## src/rtl/cacheline_arbiter.sv

```systemverilog
// cacheline_arbiter: shares the single physical-memory port between the
// I-cache and the D-cache. One requester is granted at a time. Its request is
// latched and held on pmem_* until memory responds, and the response is routed
// back to it. Round-robin on ties keeps either pipeline stage from starving.
//
// Handshake: a requester raises *_read/*_write and holds it until its one-cycle
// *_resp pulse. Memory sees a strobe held from the registered grant until the
// cycle pmem_resp is high. The strobe drops on the next edge.
module cacheline_arbiter #(
    parameter int LINE_W = 256,
    parameter int ADDR_W = 32
) (
    input  logic              clk,
    input  logic              rst,
    input  logic              i_read,
    input  logic [ADDR_W-1:0] i_address,
    output logic [LINE_W-1:0] i_rdata,
    output logic              i_resp,
    input  logic              d_read,
    input  logic              d_write,
    input  logic [ADDR_W-1:0] d_address,
    input  logic [LINE_W-1:0] d_wdata,
    output logic [LINE_W-1:0] d_rdata,
    output logic              d_resp,
    output logic              pmem_read,
    output logic              pmem_write,
    output logic [ADDR_W-1:0] pmem_address,
    output logic [LINE_W-1:0] pmem_wdata,
    input  logic [LINE_W-1:0] pmem_rdata,
    input  logic              pmem_resp
);

    typedef enum logic [1:0] {
        IDLE    = 2'd0,
        SERVE_I = 2'd1,
        SERVE_D = 2'd2,
        RELEASE = 2'd3
    } state_t;

    state_t            state;
    state_t            state_next;
    logic              last_d;
    logic              last_d_next;
    logic [ADDR_W-1:0] hold_addr;
    logic [LINE_W-1:0] hold_wdata;
    logic              hold_write;
    logic              grant_i;
    logic              grant_d;

    // Requests are only considered in IDLE. On a tie, the cache not served last wins.
    always_comb begin
        grant_i = 1'b0;
        grant_d = 1'b0;
        if (state == IDLE) begin
            if (i_read && (d_read || d_write)) begin
                grant_d = !last_d;
                grant_i = last_d;
            end else begin
                grant_i = i_read;
                grant_d = d_read || d_write;
            end
        end
    end

    // Next-state logic. last_d is updated when a grant completes.
    always_comb begin
        state_next  = state;
        last_d_next = last_d;
        case (state)
            IDLE: begin
                if (grant_d)      state_next = SERVE_D;
                else if (grant_i) state_next = SERVE_I;
            end
            SERVE_I: begin
                if (pmem_resp) begin
                    state_next  = RELEASE;
                    last_d_next = 1'b0;
                end
            end
            SERVE_D: begin
                if (pmem_resp) begin
                    state_next  = RELEASE;
                    last_d_next = 1'b1;
                end
            end
            RELEASE: state_next = IDLE;
            default: state_next = IDLE;
        endcase
    end

    // State and round-robin flag registers.
    always_ff @(posedge clk or posedge rst) begin
        if (rst) begin
            state  <= IDLE;
            last_d <= 1'b0;
        end else begin
            state  <= state_next;
            last_d <= last_d_next;
        end
    end

    // Holding registers capture the granted request. Later requester changes are ignored.
    always_ff @(posedge clk or posedge rst) begin
        if (rst) begin
            hold_addr  <= '0;
            hold_wdata <= '0;
            hold_write <= 1'b0;
        end else if (grant_d) begin
            hold_addr  <= d_address;
            hold_wdata <= d_wdata;
            hold_write <= d_write;
        end else if (grant_i) begin
            hold_addr  <= i_address;
            hold_wdata <= '0;
            hold_write <= 1'b0;
        end
    end

    // Memory side is driven purely from registers, so requester inputs have no combinational path to pmem_*.
    always_comb begin
        pmem_read    = (state == SERVE_I) || ((state == SERVE_D) && !hold_write);
        pmem_write   = (state == SERVE_D) && hold_write;
        pmem_address = hold_addr;
        pmem_wdata   = hold_wdata;
    end

    // Response routing: pass through to the granted cache only, with zeroed data otherwise.
    always_comb begin
        i_resp  = (state == SERVE_I) && pmem_resp;
        d_resp  = (state == SERVE_D) && pmem_resp;
        i_rdata = i_resp ? pmem_rdata : '0;
        d_rdata = d_resp ? pmem_rdata : '0;
    end

endmodule

```

## config.mk

```make
export PLATFORM = sky130hd
export DESIGN_NAME = cacheline_arbiter
export DESIGN_NICKNAME = d
export VERILOG_FILES = /design/src/rtl/cacheline_arbiter.sv
export SDC_FILE = /design/constraint.sdc
export NUM_CORES = 1
export LEC_CHECK = 0
export CAP_MARGIN = 20
export CORE_AREA = 2 2 541 543
export CTS_CLUSTER_SIZE = 12
export DETAILED_ROUTE_END_ITERATION = 10
export DIE_AREA = 0 0 543 545
export GPL_TIMING_DRIVEN = 0
export HOLD_SLACK_MARGIN = 0.02
export SYNTH_ARGS = -nofsm -noshare
export SYNTH_HDL_FRONTEND = slang
export SYNTH_SLANG_ARGS = --single-unit
```

## constraint.sdc

```tcl
create_clock -name clk -period 16 [get_ports clk]
set_clock_uncertainty 0.2 [all_clocks]
set_input_delay 1.6 -clock clk [delete_from_list [all_inputs] [get_ports clk]]
set_output_delay 1.6 -clock clk [all_outputs]
set_load 0.02 [all_outputs]
```

==> impl_metrics.env, run 1 <==
export IMPL_dp_cells=6712
export IMPL_wirelength_um=257000
export IMPL_drt_first_pass_iters=11
export IMPL_clock_fmax_mhz=138
export IMPL_antenna_found_initial=221
export IMPL_criticalPathCategory="in -> out"
export IMPL_io_buffers=1383
export IMPL_p_total_mw=6.34
export IMPL_use_met1_pct=17.4
export IMPL_start_util_pct=4.96
export IMPL_r2r_start="state[1]$_DFFE_PP0P_"
export IMPL_grt_pass1_vias=20500
export IMPL_path_max_fanout=10
export IMPL_fp_coreArea_um2=290000
export IMPL_stdcell_area_um2=35100
export IMPL_cp_end_kind="output pin"
export IMPL_hold_buffers=0
export IMPL_rows=198
export IMPL_stdcell_count=6875
export IMPL_die_width_um=543
export IMPL_p_leak_nw=14.3
export IMPL_drv_cap=0
export IMPL_layout_min_cycle_time_ns=7.27
export IMPL_path_cells="clkbuf_1 > clkbuf_1 > clkbuf_1 > and3_1 > clkdlybuf4s50_1"
export IMPL_path_delay_family="buffers and inverters"
export IMPL_dieArea_um2=296000
export IMPL_clkLatencyLatePin_ns=0.63
export IMPL_fp_dieH_um=545
export IMPL_detail_route_antenna_nets=0
export IMPL_crit_arrival_ns=5.47
export IMPL_yosysUniqueCellTypes=25
export IMPL_numCtsBuffers=39
export IMPL_power_density_nw_per_um2=181
export IMPL_finalNetCount=3442
export IMPL_required_ns=14.20
export IMPL_cp_slowest_stage_delay_ns=1.11
export IMPL_dr_total_vias=22100
export IMPL_drc=0
export IMPL_setup_violations_final=0
export IMPL_vias_per_cell=3.22
export IMPL_clk_transition_reported_paths_ns=0.06
export IMPL_tns_ns=0
export IMPL_hold_start="pmem_wdata[244]$_DFFE_PP0P_"
export IMPL_yosys_warnings=0
export IMPL_grt_use_met3_pct=14.1
export IMPL_hold_violations=0
export IMPL_cp_slowest_cell="clkdlybuf4s50_1"
export IMPL_cts_tree="yes"
export IMPL_setup_ws_ns=8.73
export IMPL_final_util_pct=12.1
export IMPL_syn_inst=1408
export IMPL_crit_buf_inv=4
export IMPL_top_usage_layer="met2"
export IMPL_cts_root_buf="clkbuf_16"
export IMPL_finalCritPeriodShare_pct=45.5
export IMPL_status="finished clean"
export IMPL_seq_area_frac_synth_pct=50.8
export IMPL_rsz0062_at_grt="no"
export IMPL_grt_ovfl_total=0
export IMPL_cts_htree_levels=2
export IMPL_ys_ff_latch=292
export IMPL_avgSynthCellArea_um2=10.2
export IMPL_hpwl_um=232000
export IMPL_clk_path_buf_depth=3
export IMPL_syn_num_nets=1993
export IMPL_grt_pass1_wl_um=297000
export IMPL_hold_worst_slack_ns=0.300
export IMPL_crit_top_cell="clkbuf_1"
export IMPL_avgRoutedWirePerCell_um=37.4
export IMPL_syn_to_final_growth_pct=144
export IMPL_grt_usage_pct=16.4
export IMPL_drt_initial_drc_count=2713
export IMPL_syn_area_um2=14400
export IMPL_postCtsSetupRepairBufs=0
export IMPL_start_kind="input port"
export IMPL_hold_path_class="reg -> reg"
export IMPL_tightestPinTransition_ns=1.30
export IMPL_drv_slew=0
export IMPL_cts_resized=0
export IMPL_maxSlewHeadroom_pct=13.6
export IMPL_pin_count=1386
export IMPL_grt_max_degree=121
export IMPL_clock_sinks=292
export IMPL_pre_cts_ws_ns=9.06
export IMPL_yosysTopAreaCellShare_pct=50.8
export IMPL_ir_drop_mv=0.0974
export IMPL_dpl_cell_area_um2=33400
export IMPL_cp_startpoint="pmem_resp"
export IMPL_yosysTopAreaCell="dfrtp_1"
export IMPL_grt_use_met2_pct=21.7
export IMPL_layout_drive_gt1_share_pct=5.16
export IMPL_gp_congestion=1.27
export IMPL_synth_area_leaders="dfrtp_1, and3_1, a22o_1, clkbuf_1, buf_2"
sequential cells by signal, summed over array words and instances, names as in the netlist:
name          flops
pmem_wdata      256
last_d            1
hold_write        1
pmem_address     32
state             2
logic make-up after synthesis:
logic type      share of synthesized area (%)
buf+inv                                  5.52
fa+ha+maj                               0.261
flops                                    50.8
compound gates                           20.0
simple gates                             23.5
final timing paths:
kind                                                to  slack [ns]  cells after the start
max                                        i_rdata[17]        8.73                      5
min                        pmem_wdata[244]$_DFFE_PP0P_        0.30                      1
max reg2reg                pmem_address[8]$_DFFE_PP0P_       12.53                      6
min reg2reg                pmem_wdata[244]$_DFFE_PP0P_        0.30                      1
max in group asynchronous  pmem_wdata[180]$_DFFE_PP0P_       13.28                      3
min in group asynchronous    pmem_wdata[6]$_DFFE_PP0P_        1.23                      2
placed cells by master (no fill, tap or decap), drive strengths merged:
master            n
a21bo             1
a21boi            1
a21o              2
a21oi            32
a22o            257
a2bb2oi           1
a31oi            32
and2              2
and3            512
buf              74
bufinv            6
clkbuf          195
clkdlybuf4s50  1383
clkinv            6
clkinvlp          1
dfrtp           292
diode            89
ha                3
inv               8
nand2             1
nor2             35
nor2b             1
nor4b             1
o21a              1
o21ai            35
o31a              1
o31ai             1
o41ai             1
or2               1
worst reg2reg max path, stage by stage, from the launching register on:
cell      delay (ns)
dfrtp_1         0.38
inv_1           0.10
ha_1            0.43
a21boi_1        0.59
clkbuf_1        0.83
a31oi_1         0.57
a21oi_1         0.29
per-layer routing:
layer  share of wire (%)  routed length, µm
met1                  36              91800
met2                  38              97200
met3                  20              51000
met4                 6.1              15700
met5                0.60               1550
layout make-up:
class | instances | area (µm²)
Inverter | 5 | 26.3
Buffer | 190 | 781
Tap cell | 3900 | 4880
Fill cell | 32900 | 255000
Clock inverter | 16 | 292
Clock buffer | 54 | 1120
Timing Repair Buffer | 1408 | 14200
Multi-Input combinational cell | 921 | 6290
Sequential cell | 292 | 7310
Antenna cell | 89 | 223
report_power, final:
group	leakage (nW)	internal, mW	switching [mW]
sequential	3.69	1.05	0.209
clock	0.686	0.592	0.398
combinational	9.88	1.45	2.64
total	14.3	3.09	3.25
synth_stat cells, drive strengths merged:
library cell	n
a21bo	1
a21boi	1
a21o	2
a21oi	32
a22o	257
a2bb2oi	1
a31oi	32
and2	2
and3	512
buf	50
clkbuf	140
dfrtp	292
ha	3
inv	5
nand2	1
nor2	35
nor2b	1
nor4b	1
o21a	1
o21ai	35
o31a	1
o31ai	1
o41ai	1
or2	1
Power figures use the tool's default switching activity.
==> run 2: changes to the inputs <==
--- a/config.mk
+++ b/config.mk
@@ -6,10 +6,10 @@
 export NUM_CORES = 1
 export LEC_CHECK = 0
 export CAP_MARGIN = 20
-export CORE_AREA = 2 2 541 543
+export CORE_AREA = 2 2 542 544
 export CTS_CLUSTER_SIZE = 12
 export DETAILED_ROUTE_END_ITERATION = 10
-export DIE_AREA = 0 0 543 545
+export DIE_AREA = 0 0 544 546
 export GPL_TIMING_DRIVEN = 0
 export HOLD_SLACK_MARGIN = 0.02
 export SYNTH_ARGS = -nofsm -noshare
==> constraint.sdc (replaced) <==
create_clock -name clk -period 7.6 [get_ports clk]
set_clock_uncertainty 0.2 [all_clocks]
set_input_delay 0.76 -clock clk [delete_from_list [all_inputs] [get_ports clk]]
set_output_delay 0.76 -clock clk [all_outputs]
set_load 0.02 [all_outputs]
==> run 2 against run 1 <==
Utilization fell by 0.18 points. Worst hold slack gained 0.0040 ns. Sequential share of layout area up 0.17 points. Worst setup slack worse by 6.3 ns. Non-clock buffer count shrank 5. Count of clock-buffer cells in the layout decreased by 8. Clock power is 70% higher. Design area shrank 0.81%. Critical path depth grew 4.
==> impl_metrics.env, run 2 (synthesis gave the netlist of run 1 again) <==
export IMPL_cts_htree_levels=2
export IMPL_required_ns=6.64
export IMPL_grt_usage_pct=16.3
export IMPL_r2r_start="state[1]$_DFFE_PP0P_"
export IMPL_hold_buffers=0
export IMPL_gp_congestion=0.993
export IMPL_power_density_nw_per_um2=356
export IMPL_avgRoutedWirePerCell_um=36.7
export IMPL_grt_pass1_wl_um=296000
export IMPL_final_common_cell="clkdlybuf4s50_1"
export IMPL_postCtsSetupRepairBufs=0
export IMPL_cts_resized=0
export IMPL_layout_drive_gt1_share_pct=4.53
export IMPL_grt_pass1_vias=20500
export IMPL_die_width_um=544
export IMPL_detail_route_antenna_nets=0
export IMPL_clkLatencyLatePin_ns=0.58
export IMPL_numCtsBuffers=35
export IMPL_fp_coreArea_um2=292000
export IMPL_tightestPinTransition_ns=1.02
export IMPL_status="finished clean"
export IMPL_multi_input_area_um2=6290
export IMPL_p_leak_nw=14.1
export IMPL_hold_start="pmem_wdata[121]$_DFFE_PP0P_"
export IMPL_final_util_pct=11.9
export IMPL_io_buffers=1383
export IMPL_grt_max_degree=45
export IMPL_seq_area_um2=7310
export IMPL_hpwl_um=231000
export IMPL_fp_dieH_um=546
export IMPL_crit_arrival_ns=4.20
export IMPL_fillers=33400
export IMPL_dieArea_um2=297000
export IMPL_rrSetupSlack_ns=4.40
export IMPL_rows=199
export IMPL_r2r_cells=7
export IMPL_hold_path_class="reg -> reg"
export IMPL_start_util_pct=4.93
export IMPL_setup_violations_final=0
export IMPL_clk_path_buf_depth=3
export IMPL_wirelength_um=253000
export IMPL_stdcell_area_um2=34800
export IMPL_pin_count=1386
export IMPL_dpl_cell_area_um2=33500
export IMPL_criticalPathCategory="reg -> out"
export IMPL_drt_initial_drc_count=1525
export IMPL_maxSlewHeadroom_pct=31.8
export IMPL_clk_transition_reported_paths_ns=0.05
export IMPL_rsz0062_at_grt="no"
export IMPL_drv_slew=0
export IMPL_path_max_fanout=10
export IMPL_most_common_layout_cells="clkdlybuf4s50_1, and3_1, dfrtp_1"
export IMPL_cts_tree="yes"
export IMPL_layout_min_cycle_time_ns=5.16
export IMPL_tns_ns=0
export IMPL_finalNetCount=3433
export IMPL_syn_to_final_growth_pct=142
export IMPL_hold_path_end="pmem_wdata[121]$_DFFE_PP0P_"
export IMPL_drt_first_pass_iters=5
export IMPL_start_kind="register"
export IMPL_cp_end_kind="output pin"
export IMPL_r2r_end="pmem_wdata[115]$_DFFE_PP0P_"
export IMPL_vias_per_cell=2.96
export IMPL_ir_drop_mv=0.247
export IMPL_min_delay_path_depth=1
export IMPL_antenna_found_initial=195
export IMPL_finalCritPeriodShare_pct=67.9
export IMPL_drc=0
export IMPL_dr_total_vias=20300
export IMPL_hold_violations=0
export IMPL_largest_register_ffs=256
export IMPL_grt_ovfl_total=0
export IMPL_clock_fmax_mhz=194
export IMPL_clock_sinks=292
export IMPL_drv_cap=0
export IMPL_cts_root_buf="clkbuf_16"
[run 2: critical path: stages (launching register included)]
cell	delay, ns
dfrtp_1	0.39
inv_1	0.09
ha_1	0.15
clkbuf_1	0.21
buf_8	0.19
clkbuf_1	0.37
buf_8	0.22
clkbuf_1	0.66
and3_1	0.55
clkdlybuf4s50_1	0.73
[run 2: report_power, final]
part / switching, mW / internal [mW] / total [mW]
Sequential: 0.457 / 2.22 / 2.67
Combinational: 5.00 / 3.03 / 8.03
Clock: 0.772 / 0.907 / 1.68
[run 2: how the worst max path moves through the flow]
stage | startpoint | end | slack (ns) | depth (start not counted)
floorplan | rst | hold_write$_DFFE_PP0P_ | 2.76 | 1
global placement | rst | pmem_wdata[21]$_DFFE_PP0P_ | 0.23 | 2
detailed placement | pmem_resp | i_rdata[21] | 2.32 | 5
CTS | state[0]$_DFFE_PP0P_ | d_rdata[221] | 2.23 | 9
global route | state[1]$_DFFE_PP0P_ | i_rdata[246] | 2.26 | 7
finish | state[0]$_DFFE_PP0P_ | d_rdata[223] | 2.44 | 9
[run 2: cell type report]
| type | count | area share, % |
|---|---|---|
| flip-flops and latches | 292 | 21.0 |
| clock inverters | 12 | 0.334 |
| multi-input cells | 921 | 18.1 |
| clock buffers | 46 | 2.78 |
| diodes | 88 | 0.632 |
| well taps | 3919 | 14.1 |
| plain buffers | 190 | 2.24 |
| repair buffers | 1403 | 40.8 |
| inverters | 5 | 0.0647 |
[run 2: through the flow]
step           worst slack, ns  hold WS (ns)  instances  total power [mW]
5_1_grt                   2.26         0.321       6835              13.0
2_1_floorplan             2.76         0.273       1408              5.74
4_1_cts                   2.23         0.308       6788              12.6
3_3_place_gp             0.234         0.286       6710              10.7
6_report                  2.44         0.304       6876              12.4
3_5_place_dp              2.32         0.290       6730              10.9
[run 2: metal layers]
layer	up-vias	GRT usage, %	share of wire [%]
met2	1520	27.5	47
met5	-	0	0.13
met3	370	7.00	12
met1	10100	17.3	36
li1	8336	-	-
met4	50	7.83	5.7
==> run 3: changes to the inputs <==
==> constraint.sdc (replaced) <==
create_clock -name clk -period 4.85 [get_ports clk]
set_clock_uncertainty 0.2 [all_clocks]
set_input_delay 0.485 -clock clk [delete_from_list [all_inputs] [get_ports clk]]
set_output_delay 0.485 -clock clk [all_outputs]
set_load 0.02 [all_outputs]
==> run 3 against run 2 <==
Combinational power rose by 56%. Sequential share of layout area barely moved. Largest cell class unchanged. Sequential cell count did not move. Clock power rose by 57%. Power rose by 56%. Wire length fell by 0.21%. Critical path type unchanged.
==> impl_metrics.env, run 3 (synthesis gave the netlist of run 1 again) <==
export IMPL_required_ns=4.16
export IMPL_drv_slew=0
export IMPL_clock_sinks=292
export IMPL_detail_route_antenna_nets=0
export IMPL_fp_dieH_um=546
export IMPL_clk_transition_reported_paths_ns=0.06
export IMPL_layout_drive_gt1_share_pct=4.60
export IMPL_fillers=33400
export IMPL_clk_path_buf_depth=3
export IMPL_path_max_fanout=10
export IMPL_multi_input_area_um2=6290
export IMPL_cp_end_kind="output pin"
export IMPL_layout_min_cycle_time_ns=4.57
export IMPL_gp_congestion=0.993
export IMPL_crit_arrival_ns=3.88
export IMPL_wirelength_um=252000
export IMPL_p_total_mw=19.4
export IMPL_vias_per_cell=2.98
export IMPL_hold_violations=0
export IMPL_clkLatencyLatePin_ns=0.58
export IMPL_p_leak_nw=14.1
export IMPL_final_common_cell="clkdlybuf4s50_1"
export IMPL_die_width_um=544
export IMPL_tns_ns=0
export IMPL_ir_drop_mv=0.389
export IMPL_crit_buf_inv=6
export IMPL_hold_path_class="in -> async"
export IMPL_path_delay_family="buffers and inverters"
export IMPL_largest_register_ffs=256
export IMPL_fp_coreArea_um2=292000
export IMPL_final_util_pct=11.9
export IMPL_path_cells="inv_1 > ha_1 > clkbuf_1 > buf_8 > clkbuf_1 > clkbuf_1 > and3_1 > clkdlybuf4s50_1"
export IMPL_postCtsSetupRepairBufs=0
export IMPL_dieArea_um2=297000
export IMPL_pre_cts_ws_ns=0.124
export IMPL_cts_root_buf="clkbuf_16"
export IMPL_setup_violations_final=0
export IMPL_antenna_found_initial=190
export IMPL_hold_buffers=0
export IMPL_finalNetCount=3431
export IMPL_avgRoutedWirePerCell_um=36.7
export IMPL_cp_slowest_stage_delay_ns=0.67
export IMPL_grt_ovfl_total=0
export IMPL_status="finished clean"
export IMPL_grt_usage_pct=16.3
export IMPL_grt_pass1_wl_um=296000
export IMPL_rsz0062_at_grt="no"
export IMPL_drv_cap=0
export IMPL_seq_area_um2=7310
export IMPL_grt_max_degree=45
export IMPL_drc=0
export IMPL_maxSlewHeadroom_pct=30.3
export IMPL_clock_fmax_mhz=219
export IMPL_finalCritPeriodShare_pct=94.2
export IMPL_cts_htree_levels=2
export IMPL_tightestPinTransition_ns=1.05
export IMPL_io_buffers=1383
export IMPL_dr_total_vias=20400
export IMPL_hpwl_um=231000
export IMPL_syn_to_final_growth_pct=142
export IMPL_criticalPathCategory="reg -> out"
export IMPL_numCtsBuffers=35
export IMPL_start_kind="register"
export IMPL_setup_ws_ns=0.282
export IMPL_stdcell_area_um2=34800
export IMPL_drt_initial_drc_count=1523
export IMPL_start_util_pct=4.93
export IMPL_pin_count=1386
export IMPL_power_density_nw_per_um2=556
export IMPL_dpl_cell_area_um2=33500
export IMPL_most_common_layout_cells="clkdlybuf4s50_1, and3_1, dfrtp_1"
export IMPL_crit_top_cell="clkbuf_1"
export IMPL_cts_tree="yes"
export IMPL_rows=199
export IMPL_cp_slowest_cell="clkbuf_1"
export IMPL_grt_pass1_vias=20500
export IMPL_drt_first_pass_iters=5
## run 3: area by class of cell
cell class / count / area share, %
Antenna cell: 82 / 0.590
Buffer: 188 / 2.23
Clock buffer: 46 / 2.78
Clock inverter: 12 / 0.334
Inverter: 5 / 0.0647
Multi-Input combinational cell: 921 / 18.1
Sequential cell: 292 / 21.0
Tap cell: 3919 / 14.1
Timing Repair Buffer: 1403 / 40.9
## run 3: worst paths after layout
check | start | endpoint | slack, ns | cells past startpoint
worst min-delay path | rst | pmem_wdata[87]$_DFFE_PP0P_ | 0.26 | 2
min in group clk | i_address[15] | pmem_address[15]$_DFFE_PP0P_ | 0.27 | 3
worst min register to register | pmem_wdata[238]$_DFFE_PP0P_ | pmem_wdata[238]$_DFFE_PP0P_ | 0.30 | 1
worst max register to register | state[1]$_DFFE_PP0P_ | pmem_wdata[115]$_DFFE_PP0P_ | 1.68 | 7
max in group asynchronous | rst | pmem_wdata[37]$_DFFE_PP0P_ | 2.29 | 7
worst max-delay path | state[0]$_DFFE_PP0P_ | d_rdata[72] | 0.28 | 8
## run 3: through the flow
step | instances | hold WS [ns]
5_1_grt | 6827 | 0.222
6_report | 6868 | 0.264
2_1_floorplan | 1408 | 0.273
4_1_cts | 6786 | 0.177
3_3_place_gp | 6710 | 0.286
3_5_place_dp | 6730 | 0.290
## run 3: repair_timing
| action | 4_1_cts | 5_1_grt |
|---|---|---|
| gates cloned | 0 | 0 |
| setup endpoints to repair | 23 | 2 |
| resized for setup | 2 | 2 |
## run 3: routing by layer
metal  GRT usage [%]  up-vias  part of all wire, %
li1                -     8344                    -
met5               0        -                 0.14
met2            27.4     1527                   47
met3            6.97      367                   11
met1            17.3    10100                   36
met4            7.74       54                  5.3
## run 3: power by group
part | internal (mW) | switching [mW]
sequential | 3.47 | 0.719
combinational | 4.74 | 7.80
clock | 1.42 | 1.21
total | 9.64 | 9.73
==> edit, RTL diff (flow settings as in run 2) <==
Put a register stage on the output `i_rdata`, with the module's reset. The value now appears one clock later. The other outputs are not delayed to match.
--- a/src/rtl/cacheline_arbiter.sv
+++ b/src/rtl/cacheline_arbiter.sv
@@ -36,6 +36,8 @@
         SERVE_D = 2'd2,
         RELEASE = 2'd3
     } state_t;
+
+    logic [LINE_W-1:0] i_rdata_d;
 
     state_t            state;
     state_t            state_next;
@@ -128,8 +130,16 @@
     always_comb begin
         i_resp  = (state == SERVE_I) && pmem_resp;
         d_resp  = (state == SERVE_D) && pmem_resp;
-        i_rdata = i_resp ? pmem_rdata : '0;
+        i_rdata_d = i_resp ? pmem_rdata : '0;
         d_rdata = d_resp ? pmem_rdata : '0;
+    end
+
+    always_ff @(posedge clk or posedge rst) begin
+        if (rst) begin
+            i_rdata <= '0;
+        end else begin
+            i_rdata <= i_rdata_d;
+        end
     end
 
 endmodule
Function: changed (a bounded check fails within 4 cycles, from zero or initial values and one cycle with rst high).
==> edit against run 2 <==
  * Area after synthesis grew 45%
  * Power rose by 30%
  * Cell area is 23% higher
  * Wire length shrank 9.8%
  * Count of clock-buffer cells in the layout rose by 62
  * Setup slack got worse by 350 ps
  * Sequential cell count rose by 256
  * Worst hold slack got worse by 47 ps
  * Critical path type unchanged
  * Critical endpoint is now d_rdata[131]
==> edit: results (changes against run 2) <==
- Portion of the post-synthesis area used by sequential elements: 65.9% (+15 points)
- Global-route usage over all layers: 14.7% (-1.6 points)
- Cell internal power dissipation: 9.09 mW (+48%)
- Critical path data arrival time: 4550 ps (+350 ps)
- Largest vdd supply drop: 0.272 mV (+9.9%)
- Vias in the first global route: 23000 (+12%)
- Leakage power: 18.4 nW (+30%)
- Layout cell share with drive strength beyond 1: 6.36% (+1.8 points)
- Routability-driven placement congestion ratio: 0.994 (+0.13%)
- Status: finished, final reports clean
- Number of buffers created by CTS: 80 (+130%)
- Crit path to: d_rdata[131]
- Worst reg2reg startpoint: state[0]
- Relative slew slack: 27.6% (-4.2 points)
- Number of cells produced by synthesis: 1664 (+18%)
- Pre-antenna DRT Iters: 7 (+2)
- Switching power: 7.02 mW (+13%)
- Via/cell ratio: 3.12 (+5.4%)
- Post-CTS clock slew at the launch and capture registers of the worst setup and hold paths: 60 ps
- Clock latency at the later pin of the worst-skew pair: 760 ps (+180 ps)
- Reg-to-reg setup timing slack: 4210 ps (-190 ps)
- Synth top area cells: sky130_fd_sc_hd__dfrtp_1 (66%), sky130_fd_sc_hd__and3_1 (15%), sky130_fd_sc_hd__a22o_1 (11%)
- DRC marker count from the first detailed-route iteration: 1631 (+7.0%)
- Standard cell area after detailed placement: 0.0400 sq mm (+19%)
- Wire length of the first global-routing pass: 276000 microns (-6.8%)
- Number of nets in the synthesized netlist: 2249 (+13%)
- Worst r2r dst: pmem_wdata[18]
- List of most frequent post-synthesis cells: sky130_fd_sc_hd__dfrtp_1 (548), sky130_fd_sc_hd__and3_1 (512), sky130_fd_sc_hd__a22o_1 (257)
- Final routed wirelength across all metal layers: 228000 microns (-9.8%)
- Post-layout net count: 3737 (+8.9%)
- Number of antenna violations at the first check in global routing: 134 (-31%)
- Number of levels in the clock H-tree: 3 (+1)
- Worst min-delay path category: primary input to asynchronous set/reset pin
- Pin count of the biggest net entering global routing: 44 (-2.2%)
- Cell total after placement: 6989 (+3.8%)
- Gate power share: 49.3% (-16 points)
-- edit: logic make-up after synthesis --
kind of cell / synth area share (%)
AOI/OAI and AO/OA: 13.8
adders and majority gates: 0.181
buffers and inverters: 3.82
DFF: 65.9
and+or+nand+nor: 16.2
-- edit: worst min path at each step --
stage                    start              end  slack, ps  depth (start not counted)
6_report                   rst      i_rdata[57]        260                          2
3_3_place_gp   pmem_wdata[134]  pmem_wdata[134]        290                          1
2_1_floorplan           last_d           last_d        270                          1
3_5_place_dp   pmem_wdata[137]  pmem_wdata[137]        290                          1
5_1_grt                    rst      i_rdata[72]        260                          2
4_1_cts                    rst      i_rdata[57]        180                          2
-- edit: final cells by class --
class | count | area share, %
Inverter | 5 | 0.0527
Timing Repair Buffer | 1406 | 33.5
Sequential cell | 548 | 32.1
Multi-Input combinational cell | 921 | 14.7
Clock inverter | 29 | 0.867
Antenna cell | 39 | 0.228
Buffer | 190 | 1.82
Tap cell | 3919 | 11.5
Clock buffer | 108 | 5.29
-- edit: critical path, stage by stage, from the launching register on --
cell                              delay [ps]
sky130_fd_sc_hd__dfrtp_1                 400
sky130_fd_sc_hd__inv_1                    90
sky130_fd_sc_hd__ha_1                    160
sky130_fd_sc_hd__clkbuf_2                490
sky130_fd_sc_hd__clkbuf_1                860
sky130_fd_sc_hd__clkbuf_1                650
sky130_fd_sc_hd__and3_1                  260
sky130_fd_sc_hd__clkdlybuf4s50_1         850
-- edit: per-layer routing --
layer | part of all wire, % | GRT usage [%]
met3 | 15 | 8.71
met5 | 0.18 | 0
met1 | 33 | 14.5
met2 | 47 | 24.6
met4 | 5.1 | 6.86
-- edit: through the flow --
stage	utilization (%)	setup slack (ps)
floorplan	-	-816
global placement	13.5	-5380
detailed placement	13.7	2680
CTS	14.6	1810
global route	14.6	1910
finish	14.6	2090
